`config.mk`:
```
export PLATFORM = sky130hd
export DESIGN_NAME = string_hw_initiator_flat
export DESIGN_NICKNAME = d
export VERILOG_FILES = /design/src/rtl/string_hw_initiator_if.sv /design/src/rtl/string_hw_initiator.sv /design/src/flat_wrapper.sv
export SDC_FILE = /design/constraint.sdc
export NUM_CORES = 1
export LEC_CHECK = 0
export ABC_AREA = 0
export CAP_MARGIN = 5
export CORE_AREA = 2 2 607 609
export DETAILED_ROUTE_END_ITERATION = 16
export DIE_AREA = 0 0 609 611
export DONT_BUFFER_PORTS = 1
export PLACE_DENSITY = 0.3
export REMOVE_ABC_BUFFERS = 1
export SLEW_MARGIN = 20
export SYNTH_ARGS = -nofsm -noshare
export SYNTH_HDL_FRONTEND = slang
export SYNTH_SLANG_ARGS = --single-unit
```
`constraint.sdc`:
```
create_clock -name clk -period 2.35 [get_ports clk]
set_input_delay 0.1175 -clock clk [delete_from_list [all_inputs] [get_ports clk]]
set_output_delay 0.1175 -clock clk [all_outputs]
set_load 0.05 [all_outputs]
```
`src/rtl/string_hw_initiator_if.sv`:
```
// Host command/response and accelerator handshake bundle for string_hw_initiator.
// Strings are packed byte arrays; byte 0 is the first character.
interface string_hw_initiator_if #(
    parameter int MAX_BLOCKS = 8
);
    localparam int NB = MAX_BLOCKS * 4;

    logic                cmd_valid;
    logic                cmd_ready;
    logic [3:0]          cmd_index;
    logic [NB-1:0][7:0]  cmd_a;
    logic [NB-1:0][7:0]  cmd_b;

    logic                go;
    logic [3:0]          index;
    logic [NB-1:0][7:0]  A;
    logic [NB-1:0][7:0]  B;
    logic                done;
    logic [NB-1:0][7:0]  Result;

    logic                rsp_valid;
    logic                rsp_ready;
    logic [NB-1:0][7:0]  rsp_data;
    logic                rsp_error;
    logic                busy;

    modport master (
        input  cmd_valid, cmd_index, cmd_a, cmd_b, done, Result, rsp_ready,
        output cmd_ready, go, index, A, B, rsp_valid, rsp_data, rsp_error, busy
    );

    modport slave (
        output cmd_valid, cmd_index, cmd_a, cmd_b, done, Result, rsp_ready,
        input  cmd_ready, go, index, A, B, rsp_valid, rsp_data, rsp_error, busy
    );
endinterface

```
`src/rtl/string_hw_initiator.sv`:
```
// Single-outstanding command initiator for a string accelerator: issue, wait for done, release, respond.
// Optional WAIT_DONE abort counter enabled by macro STRING_HW_TIMEOUT_EN.
module string_hw_initiator #(
    parameter int MAX_BLOCKS     = 8,
    parameter int TIMEOUT_CYCLES = 64
) (
    input  logic                  clk,
    input  logic                  rst_n,
    string_hw_initiator_if.master bus
);
    localparam int NB = MAX_BLOCKS * 4;

    localparam logic [2:0] S_IDLE    = 3'd0;
    localparam logic [2:0] S_ISSUE   = 3'd1;
    localparam logic [2:0] S_WAIT    = 3'd2;
    localparam logic [2:0] S_RELEASE = 3'd3;
    localparam logic [2:0] S_RESP    = 3'd4;

    logic [2:0]         r_state;
    logic [3:0]         r_index;
    logic [NB-1:0][7:0] r_a;
    logic [NB-1:0][7:0] r_b;
    logic [NB-1:0][7:0] r_rsp_data;
    logic               r_rsp_error;
    logic               w_accept;
    logic               w_timeout;

    // A stale done from the previous command must drain before a new one is taken.
    assign bus.cmd_ready = (r_state == S_IDLE) && !bus.done;
    assign w_accept      = bus.cmd_valid && bus.cmd_ready;

    assign bus.go        = (r_state == S_ISSUE) || (r_state == S_WAIT);
    assign bus.busy      = (r_state != S_IDLE);
    assign bus.rsp_valid = (r_state == S_RESP);
    assign bus.index     = r_index;
    assign bus.A         = r_a;
    assign bus.B         = r_b;
    assign bus.rsp_data  = r_rsp_data;
    assign bus.rsp_error = r_rsp_error;

`ifdef STRING_HW_TIMEOUT_EN
    localparam logic [15:0] TO_LAST = 16'(TIMEOUT_CYCLES - 1);

    logic [15:0] r_cnt;

    always_ff @(posedge clk or negedge rst_n) begin
        if (!rst_n) begin
            r_cnt <= '0;
        end else if (r_state == S_ISSUE) begin
            r_cnt <= '0;
        end else if ((r_state == S_WAIT) && !bus.done && (r_cnt != 16'hFFFF)) begin
            r_cnt <= r_cnt + 16'd1;
        end
    end

    // Fires on the WAIT_DONE cycle in which the count would reach TIMEOUT_CYCLES.
    assign w_timeout = (r_state == S_WAIT) && !bus.done && (r_cnt >= TO_LAST);
`else
    assign w_timeout = 1'b0;
`endif

    always_ff @(posedge clk or negedge rst_n) begin
        if (!rst_n) begin
            r_state     <= S_IDLE;
            r_index     <= '0;
            r_a         <= '0;
            r_b         <= '0;
            r_rsp_data  <= '0;
            r_rsp_error <= 1'b0;
        end else begin
            case (r_state)
                S_IDLE: begin
                    if (w_accept) begin
                        r_index <= bus.cmd_index;
                        r_a     <= bus.cmd_a;
                        r_b     <= bus.cmd_b;
                        if (bus.cmd_index <= 4'd2) begin
                            r_state <= S_ISSUE;
                        end else begin
                            r_state     <= S_RESP;
                            r_rsp_data  <= '0;
                            r_rsp_error <= 1'b1;
                        end
                    end
                end
                S_ISSUE: begin
                    r_state <= S_WAIT;
                end
                S_WAIT: begin
                    // done has priority over a coincident timeout.
                    if (bus.done) begin
                        r_rsp_data  <= bus.Result;
                        r_rsp_error <= 1'b0;
                        r_state     <= S_RELEASE;
                    end else if (w_timeout) begin
                        r_rsp_data  <= '0;
                        r_rsp_error <= 1'b1;
                        r_state     <= S_RELEASE;
                    end
                end
                S_RELEASE: begin
                    if (!bus.done) begin
                        r_state <= S_RESP;
                    end
                end
                S_RESP: begin
                    if (bus.rsp_ready) begin
                        r_state <= S_IDLE;
                    end
                end
                default: begin
                    r_state <= S_IDLE;
                end
            endcase
        end
    end
endmodule
```
`src/flat_wrapper.sv`:
```
// flat-port wrapper written by rule: the top's interface ports become plain ports
module string_hw_initiator_flat 
#(
    parameter int MAX_BLOCKS     = 8,
    parameter int TIMEOUT_CYCLES = 64
)
  (clk, rst_n, bus_cmd_valid, bus_cmd_index, bus_cmd_a, bus_cmd_b, bus_done, bus_Result, bus_rsp_ready, bus_cmd_ready, bus_go, bus_index, bus_A, bus_B, bus_rsp_valid, bus_rsp_data, bus_rsp_error, bus_busy);
  string_hw_initiator_if #(.MAX_BLOCKS(MAX_BLOCKS)) bus_i ();
  input  logic clk;
  input  logic rst_n;
  input wire logic [$bits(bus_i.cmd_valid)-1:0] bus_cmd_valid;
  input wire logic [$bits(bus_i.cmd_index)-1:0] bus_cmd_index;
  input wire logic [$bits(bus_i.cmd_a)-1:0] bus_cmd_a;
  input wire logic [$bits(bus_i.cmd_b)-1:0] bus_cmd_b;
  input wire logic [$bits(bus_i.done)-1:0] bus_done;
  input wire logic [$bits(bus_i.Result)-1:0] bus_Result;
  input wire logic [$bits(bus_i.rsp_ready)-1:0] bus_rsp_ready;
  output wire logic [$bits(bus_i.cmd_ready)-1:0] bus_cmd_ready;
  output wire logic [$bits(bus_i.go)-1:0] bus_go;
  output wire logic [$bits(bus_i.index)-1:0] bus_index;
  output wire logic [$bits(bus_i.A)-1:0] bus_A;
  output wire logic [$bits(bus_i.B)-1:0] bus_B;
  output wire logic [$bits(bus_i.rsp_valid)-1:0] bus_rsp_valid;
  output wire logic [$bits(bus_i.rsp_data)-1:0] bus_rsp_data;
  output wire logic [$bits(bus_i.rsp_error)-1:0] bus_rsp_error;
  output wire logic [$bits(bus_i.busy)-1:0] bus_busy;
  assign bus_i.cmd_valid = bus_cmd_valid;
  assign bus_i.cmd_index = bus_cmd_index;
  assign bus_i.cmd_a = bus_cmd_a;
  assign bus_i.cmd_b = bus_cmd_b;
  assign bus_i.done = bus_done;
  assign bus_i.Result = bus_Result;
  assign bus_i.rsp_ready = bus_rsp_ready;
  assign bus_cmd_ready = bus_i.cmd_ready;
  assign bus_go = bus_i.go;
  assign bus_index = bus_i.index;
  assign bus_A = bus_i.A;
  assign bus_B = bus_i.B;
  assign bus_rsp_valid = bus_i.rsp_valid;
  assign bus_rsp_data = bus_i.rsp_data;
  assign bus_rsp_error = bus_i.rsp_error;
  assign bus_busy = bus_i.busy;
  string_hw_initiator #(.MAX_BLOCKS(MAX_BLOCKS), .TIMEOUT_CYCLES(TIMEOUT_CYCLES)) u_core (.clk(clk), .rst_n(rst_n), .bus(bus_i));
endmodule
```
; ---- After elaboration in Yosys (flattened, before gate mapping)
; Cells that the tools add are included.
[op_classes]
n_eq_ne = 9
n_mux = 14
n_reduce_logical = 10
magnitude_cmp = 1
[op_table]
columns = op, count
row1 = $mux W256, 3
row2 = $pmux W256 S2, 1
row3 = $mux W3, 5
row4 = $pmux W3 S5, 1
row5 = $ne A2 B2 Y1 const B, 4
row6 = $reduce_and A4 Y1, 2
row7 = $eq A3 B2 Y1 const B, 2
row8 = $le A4 B2 Y1 const B, 1
row9 = $eq A3 B1 Y1 const B, 1
row10 = $eq A3 B3 Y1 const B, 1
row11 = $logic_not A3 Y1, 1
row12 = $mux W1, 3
row13 = $reduce_bool A3 Y1, 1
row14 = $logic_and A1 B1 Y1, 2
row15 = $ne A2 B1 Y1 const B, 1
row16 = $pmux W1 S2, 1
row17 = $reduce_and A2 Y1, 1
row18 = $reduce_bool A2 Y1, 1
row19 = $logic_not A1 Y1, 1
row20 = $logic_or A1 B1 Y1, 1
[word_totals]
register_bits = 776
output_inout_bits = 777
wordCells = 133

; ---- Depth between registers and ports, before layout
; Gate-level depths: netlist of run 1.
[logic_depth]
ltp_word = 5
ltp_mapped = 8
mapped_depth_nobuf = 3

; ---- Least setup slack after synthesis of run 1
; No wires, ideal clock.
[synth_timing]
path_kind = register to output
from = register u_core.r_state[0]
to = output port bus_cmd_ready
setup_slack_ps = 64
n_path_buf = 3
stages_incl_launch_ff = 6
t_arrival_ps = 2169
cell_sequence = dfrtp_1 -> clkbuf_1 -> or3_1 -> buf_2 -> buf_1 -> nor2_1
[synth_via]
elab_chain_cells = 2
[synth_lines]
columns = item, line
row1 = from (decl), string_hw_initiator.sv:19  ; logic [2:0] r_state;
row2 = from (signal assigned), string_hw_initiator.sv:64  ; r_state <= S_IDLE;
row3 = from (signal assigned), string_hw_initiator.sv:78  ; r_state <= S_ISSUE;
row4 = from (signal assigned), string_hw_initiator.sv:80  ; r_state <= S_RESP;
row5 = $logic_not A3 Y1, string_hw_initiator.sv:29  ; assign bus.cmd_ready = (r_state == S_IDLE) && !bus.done;
row6 = $logic_and A1 B1 Y1, string_hw_initiator.sv:29
row7 = to (decl), flat_wrapper.sv:18  ; output wire logic [$bits(bus_i.cmd_ready)-1:0] bus_cmd_ready;
; No other way between the ends.

; ---- Worst setup path after layout of run 1
[layout_timing]
from = register u_core.r_state[2]
to = register u_core.r_rsp_data, in the netlist u_core.bus.rsp_data[251]
[layout_via]
elab_chain_cells = 5
word_cells_on_any_way = 10
[layout_lines]
columns = item, line
row1 = $logic_not A3 Y1, "string_hw_initiator.sv:29, string_hw_initiator.sv:71"
row2 = $logic_and A1 B1 Y1, string_hw_initiator.sv:29
row3 = $logic_and A1 B1 Y1, string_hw_initiator.sv:30  ; assign w_accept = bus.cmd_valid && bus.cmd_ready;
row4 = $ne A2 B1 Y1 (no source line), --
row5 = $reduce_and A4 Y1 (no source line), --
row6 = to (signal assigned), string_hw_initiator.sv:92  ; r_rsp_data <= bus.Result;
row7 = to (decl), string_hw_initiator.sv:23  ; logic [NB-1:0][7:0] r_rsp_data;
; Several ways; a longest one is shown, not always the timed one.
; A chain may end at the register's enable or synchronous reset.

==> impl_metrics.ini, run 1 <==
[status]
outcome = complete, but fails checks
violations = hold timing, setup timing

[synthesis]
synthesis.area_um2 = 32010
synth_simple_gate_area_frac = 0.1134
netlist.area_leader.share = 0.6066
synthMuxAreaShare = 0.1815
synth_area_per_cell_um2 = 12.45
ys_top_cells_by_area = dfrtp_1, mux2_2, nand3_1
synthArstFlopShare = 1.000
synth_cell_types = 28
yosysWarningCount = 0
synth_fa_ha_area_frac = 0
synth-main-ff-cell = dfrtp_1
synth-seq-cells = 776
synth_top_family_by_area = multiplexers
synth_xor_area_frac = 0.0002736
synth_compound_area_frac = 0.06125
postSynthCellCount = 2571
synth-edff-count = 0
yosysSeqAreaShare = 0.6066
synth_largest_area_cell = dfrtp_1

[clock_network]
clk_latency_ns = 0.88
numCtsBuffers = 110
cts_root_buf = clkbuf_16
clockBufferDepth = 4
cts_tree = yes
clkTransAtPathRegs_ns = 0.06
cts.sinks = 776
h-tree-depth = 3

[drt]
wirelength_um = 267700
via_per_inst = 3.364
drtIter0Drc = 2629
ant_nets = 0
vias = 30120
drt-pass1-iter-count = 6
wl_per_cell_um = 29.90
post-route-drc-count = 0

[floorplanning]
fp-row-count = 222
die_h_um = 611
fp.coreArea_um2 = 365000
start_util = 0.08770
io_pins = 1554
die_area_um2 = 372100
die_w_um = 609

[worst_setup_path]
crit_type = flip-flop to flip-flop
r2r_start = u_core.r_state[2]$_DFFE_PN0P_
slowest_stage = dlygate4sd3_1
timing.rr.end = u_core.bus.rsp_data[251]$_DFFE_PN0P_
crit_chain = buf_4 > nor4bb_4 > buf_12 > buf_16 > nand2_1 > dlygate4sd3_1 > nand3_1
crit_path_max_incr_delay_ns = 0.62
reg2reg_depth = 7
arrival_ns = 3.08
cp-startpoint = u_core.r_state[2]$_DFFE_PN0P_
critPathMaxFanout = 74
required_ns = 3.06
endpoint_kind = flip-flop
start_kind = flip-flop
ff2ff_setup_slack_ns = -0.02

[power]
netSwitchingFraction = 0.5748
p_leak_nw = 21.49
p_clk_frac = 0.185
p_switching_w = 0.05464
power_density_nw_per_um2 = 1697
comb_power_share = 0.285
p_int_w = 0.04041
pwr-share-seq = 0.530
irDropWorstVdd_mv = 0.7038

[sta]
fin_skew_ns = 0.1020
finalMaxSlewViolations = 0
holdWs_ns = -0.7788
slew_headroom = 0.2505
worst_pin_slew_ns = 1.124
clock.fmax_mhz = 422.7
rsz0062_at_grt = yes
setup_viol = 1
hold_viol = 180
min_period_over_period = 1.007
post-route-min-period_ns = 2.366
layout_setup_ws_ns = -0.01584

[global_routing]
grt_pass1_vias = 29970
grt.total_usage = 0.1372
antenna_found_initial = 246
grt_max_degree = 217
grt_first_pass_wirelength_um = 337000
overflow = 0

[place]
dp_hpwl_um = 221000
port_buffers = 0
gp_congestion = 0.9801
dp_cells = 7360

[cells_and_area]
drive_above_1_share = 0.1811
final_nets = 4718
final_common_cell = dlygate4sd3_1
mostFrequentLayoutCells = dlygate4sd3_1, dfrtp_1, nand3_1
area_growth_pct = 75.02
layout.cells.non_filler = 8951

[worst_hold_path]
hold_class = primary input to async pin

[flow_run]
drv_cap = 0
power groups by stage:
stage	clock network, W	logic (W)	registers, W
final	0.0175	0.0271	0.0504
after global routing	0.0187	0.0294	0.0511
after CTS	0.0183	0.0274	0.0507
after detailed placement	0	0.0246	0.0510
after global placement	0	0.0244	0.0510
after floorplan	0	0.00884	0.0459
layer usage:
metal | track usage | wire, um | vias to the layer above
met5 | 0 | 691 | -
met4 | 0.04307 | 8995 | 108
met3 | 0.08527 | 38250 | 518
met2 | 0.2030 | 114300 | 1982
met1 | 0.1619 | 105500 | 15280
li1 | - | - | 12220
logic make-up after synthesis:
logic type | count (synthesis)
XOR/XNOR | 1
multiplexers | 516
buffers and inverters | 233
AO/OA/AOI/OAI | 261
AND/OR/NAND/NOR | 784
flip-flops | 776
synth_stat cells, types with 5 or more instances:
cell      instances
dfrtp_1         776
nand3_1         512
mux2_2          316
nand2_1         256
o211ai_1        256
mux2_1          200
clkbuf_1        163
buf_6            26
buf_4            20
buf_2            11
buf_1            10
nor2_1            5
registers in the layout (all words and copies together), names as in the netlist:
register	cells
u_core.r_state	3
u_core.bus.B	256
u_core.bus.rsp_data	256
u_core.bus.rsp_error	1
u_core.bus.index	4
u_core.bus.A	256
worst max-delay path: cells and delay by family, from the launching register on:
kind                   cells  cell delay [ns]
buffers and inverters      4             1.31
AND/OR/NAND/NOR            3             0.55
flip-flops                 1             0.38
area by class of cell:
type | instances | area [um^2]
Clock buffer | 154 | 3239
Timing Repair Buffer | 1489 | 15090
Tap cell | 4816 | 6026
Sequential cell | 776 | 19420
Antenna cell | 110 | 275.3
Multi-Input combinational cell | 1563 | 11490
Fill cell | 40710 | 309000
Clock inverter | 42 | 480.5
Inverter | 1 | 3.754
repair_timing:
action	in CTS	in global routing
cloned	0	2
buffers inserted	0	5
resized for setup	2	14
hold buffers	1276	1
hold endpoints to repair	1336	185
setup endpoints to repair	2	170
pin swaps	0	2
how the worst max path moves through the flow:
stage                     cells after the start  slack [ns]                              endpoint
after floorplan                               2      -16.51      u_core.bus.rsp_error$_DFFE_PN0P_
after global placement                        3       -0.49         u_core.bus.B[224]$_DFFE_PN0P_
after detailed placement                      3       -0.13          u_core.bus.B[91]$_DFFE_PN0P_
after CTS                                     6       0.006         u_core.bus.B[208]$_DFFE_PN0P_
after global routing                          7       -0.04   u_core.bus.rsp_data[39]$_DFFE_PN0P_
final                                         7       -0.02  u_core.bus.rsp_data[251]$_DFFE_PN0P_
stage by stage:
step             util  worst slack [ns]  power [W]  area, um^2  TNS [ns]
6_report       0.1535          -0.01584    0.09505       56020  -0.01584
5_1_grt        0.1531          -0.03632    0.09918       55860   -0.1298
4_1_cts        0.1522          0.006007    0.09635       55550         0
3_3_place_gp   0.1069           -0.4886    0.07533       39010    -95.01
2_1_floorplan       -            -16.51    0.05474       30830         -
3_5_place_dp   0.1070           -0.1297    0.07561       39040    -15.65
(Power assumes the default switching activity.)
==> inputs of run 2 (changes only) <==
Settings changed: SETUP_SLACK_MARGIN set to 0.3.
Clock period 2.35 ns to 2.15 ns, I/O delays scaled along.
==> run 2 against run 1 <==
The flow still finishes with violations (hold timing, setup timing). Fmax up 5.1%. Die area did not move. Via count grew 4.1%. Clock skew about the same. Sequential power grew 6.7%. Wire length rose by 5.7%. Final cell count up 2.2%. Critical endpoint is now u_core.bus.A[42]$_DFFE_PN0P_.
==> impl_metrics.ini, run 2 (synthesis results as in run 1) <==
[drt]
via_per_inst = 3.426
drtIter0Drc = 3036
drt-pass1-iter-count = 7
ant_nets = 0
wirelength_um = 283000
vias = 31350
wl_per_cell_um = 30.93
post-route-drc-count = 0

[power]
p_switching_w = 0.06185
irDropWorstVdd_mv = 0.7243
comb_power_share = 0.337
p_int_w = 0.04891
netSwitchingFraction = 0.5584
p_clk_frac = 0.178
p_leak_nw = 24.16
pwr-share-seq = 0.485
power_density_nw_per_um2 = 1840

[clock_network]
numCtsBuffers = 109
clk_latency_ns = 0.86
cts_tree = yes
cts_root_buf = clkbuf_16
h-tree-depth = 3
cts.sinks = 776
clockBufferDepth = 4
clkTransAtPathRegs_ns = 0.06

[cells_and_area]
n_fill_cell = 40230
final_util = 0.1650
area_growth_pct = 88.09
final_nets = 4928
drive_above_1_share = 0.2272
layout.cells.non_filler = 9151
stdcell_area_um2 = 60210
final_common_cell = dlygate4sd3_1
mostFrequentLayoutCells = dlygate4sd3_1, dfrtp_1, nand3_1

[global_routing]
antenna_found_initial = 218
grt.total_usage = 0.1419
grt_max_degree = 141
grt_first_pass_wirelength_um = 347000
grt_pass1_vias = 30690
overflow = 0

[floorplanning]
io_pins = 1554
die_h_um = 611
fp-row-count = 222
start_util = 0.08770
die_area_um2 = 372100
die_w_um = 609
fp.coreArea_um2 = 365000

[status]
outcome = complete, but fails checks
violations = hold timing, setup timing

[sta]
rsz0062_at_grt = yes
worst_pin_slew_ns = 0.9655
clock.fmax_mhz = 444.0
slew_headroom = 0.3563
fin_skew_ns = 0.1015
layout_setup_ws_ns = -0.1020
hold_viol = 241
min_period_over_period = 1.047
finalMaxSlewViolations = 0
holdWs_ns = -0.9612
post-route-min-period_ns = 2.252
setup_viol = 237

[worst_setup_path]
required_ns = 2.88
critPathMaxFanout = 7
start_kind = flip-flop
arrival_ns = 2.99
crit_type = flip-flop to flip-flop
endpoint_kind = flip-flop

[flow_run]
drv_cap = 0

[place]
gp_congestion = 0.9816
port_buffers = 0
post_dp_cell_area_um2 = 39450
dp_hpwl_um = 222900
dp_cells = 7429

[worst_hold_path]
hold_class = primary input to async pin
-- run 2: final timing paths --
check | startpoint | to | slack [ns] | depth (start not counted)
max | u_core.r_state[1]$_DFFE_PN0P_ | u_core.bus.A[42]$_DFFE_PN0P_ | -0.10 | 9
min | rst_n | u_core.bus.rsp_data[83]$_DFFE_PN0P_ | -0.96 | 0
max reg2reg | u_core.r_state[1]$_DFFE_PN0P_ | u_core.bus.A[42]$_DFFE_PN0P_ | -0.10 | 9
min reg2reg | u_core.bus.B[44]$_DFFE_PN0P_ | u_core.bus.B[44]$_DFFE_PN0P_ | 0.49 | 1
max in group asynchronous | rst_n | u_core.bus.B[158]$_DFFE_PN0P_ | 0.35 | 4
min in group clk | bus_cmd_b[205] | u_core.bus.B[205]$_DFFE_PN0P_ | 0.05 | 2
-- run 2: stage by stage --
step	worst slack (ns)	TNS (ns)	hold slack, ns	power (W)
6_report	-0.1020	-10.01	-0.9612	0.1108
5_1_grt	-0.1579	-34.09	-1.033	0.1150
4_1_cts	-0.1409	-23.22	-1.069	0.1084
3_5_place_dp	-1.071	-244.47	-0.1847	0.08293
3_3_place_gp	-0.8799	-198.71	-0.1853	0.08260
2_1_floorplan	-16.71	-	-0.1881	0.05797
-- run 2: power groups by stage --
stage / Sequential [W] / Combinational, W / Clock, W
finish: 0.0538 / 0.0373 / 0.0197
global route: 0.0545 / 0.0397 / 0.0209
CTS: 0.0538 / 0.0342 / 0.0204
detailed placement: 0.0541 / 0.0288 / 0
global placement: 0.0541 / 0.0285 / 0
floorplan: 0.0488 / 0.00916 / 0
-- run 2: metal layers --
layer | routed length, um | track usage
met3 | 37840 | 0.07882
met1 | 113400 | 0.1728
met2 | 120700 | 0.2089
met4 | 10110 | 0.04629
met5 | 1027 | 0.006716
-- run 2: critical path, cell delays in order (launching register included) --
cell and delay, ns:
dfrtp_1 0.39, or3_4 0.43, buf_8 0.14, nor2b_4 0.12, buf_12 0.15, buf_12 0.13
buf_16 0.17, buf_12 0.17, clkbuf_16 0.18, mux2_4 0.30
-- run 2: area by class of cell --
class | instances | area, um^2 | share of cell area
antenna | 101 | 252.7 | 0.004198
clock buffer | 151 | 3115 | 0.05175
clock inverter | 43 | 628.1 | 0.01043
inverter | 1 | 3.754 | 0.00006234
multi-input combinational | 1563 | 12380 | 0.2056
sequential | 776 | 19420 | 0.3225
tap | 4816 | 6026 | 0.1001
timing repair buffer | 1700 | 18380 | 0.3053
-- run 2: repair_timing --
action,CTS,global route
gates resized for setup,137,244
setup buffers,35,18
hold endpoints to repair,1194,249
hold buffers,1307,3
pin swaps,3,19
gates cloned,25,39
endpoints found under the setup margin,1014,940
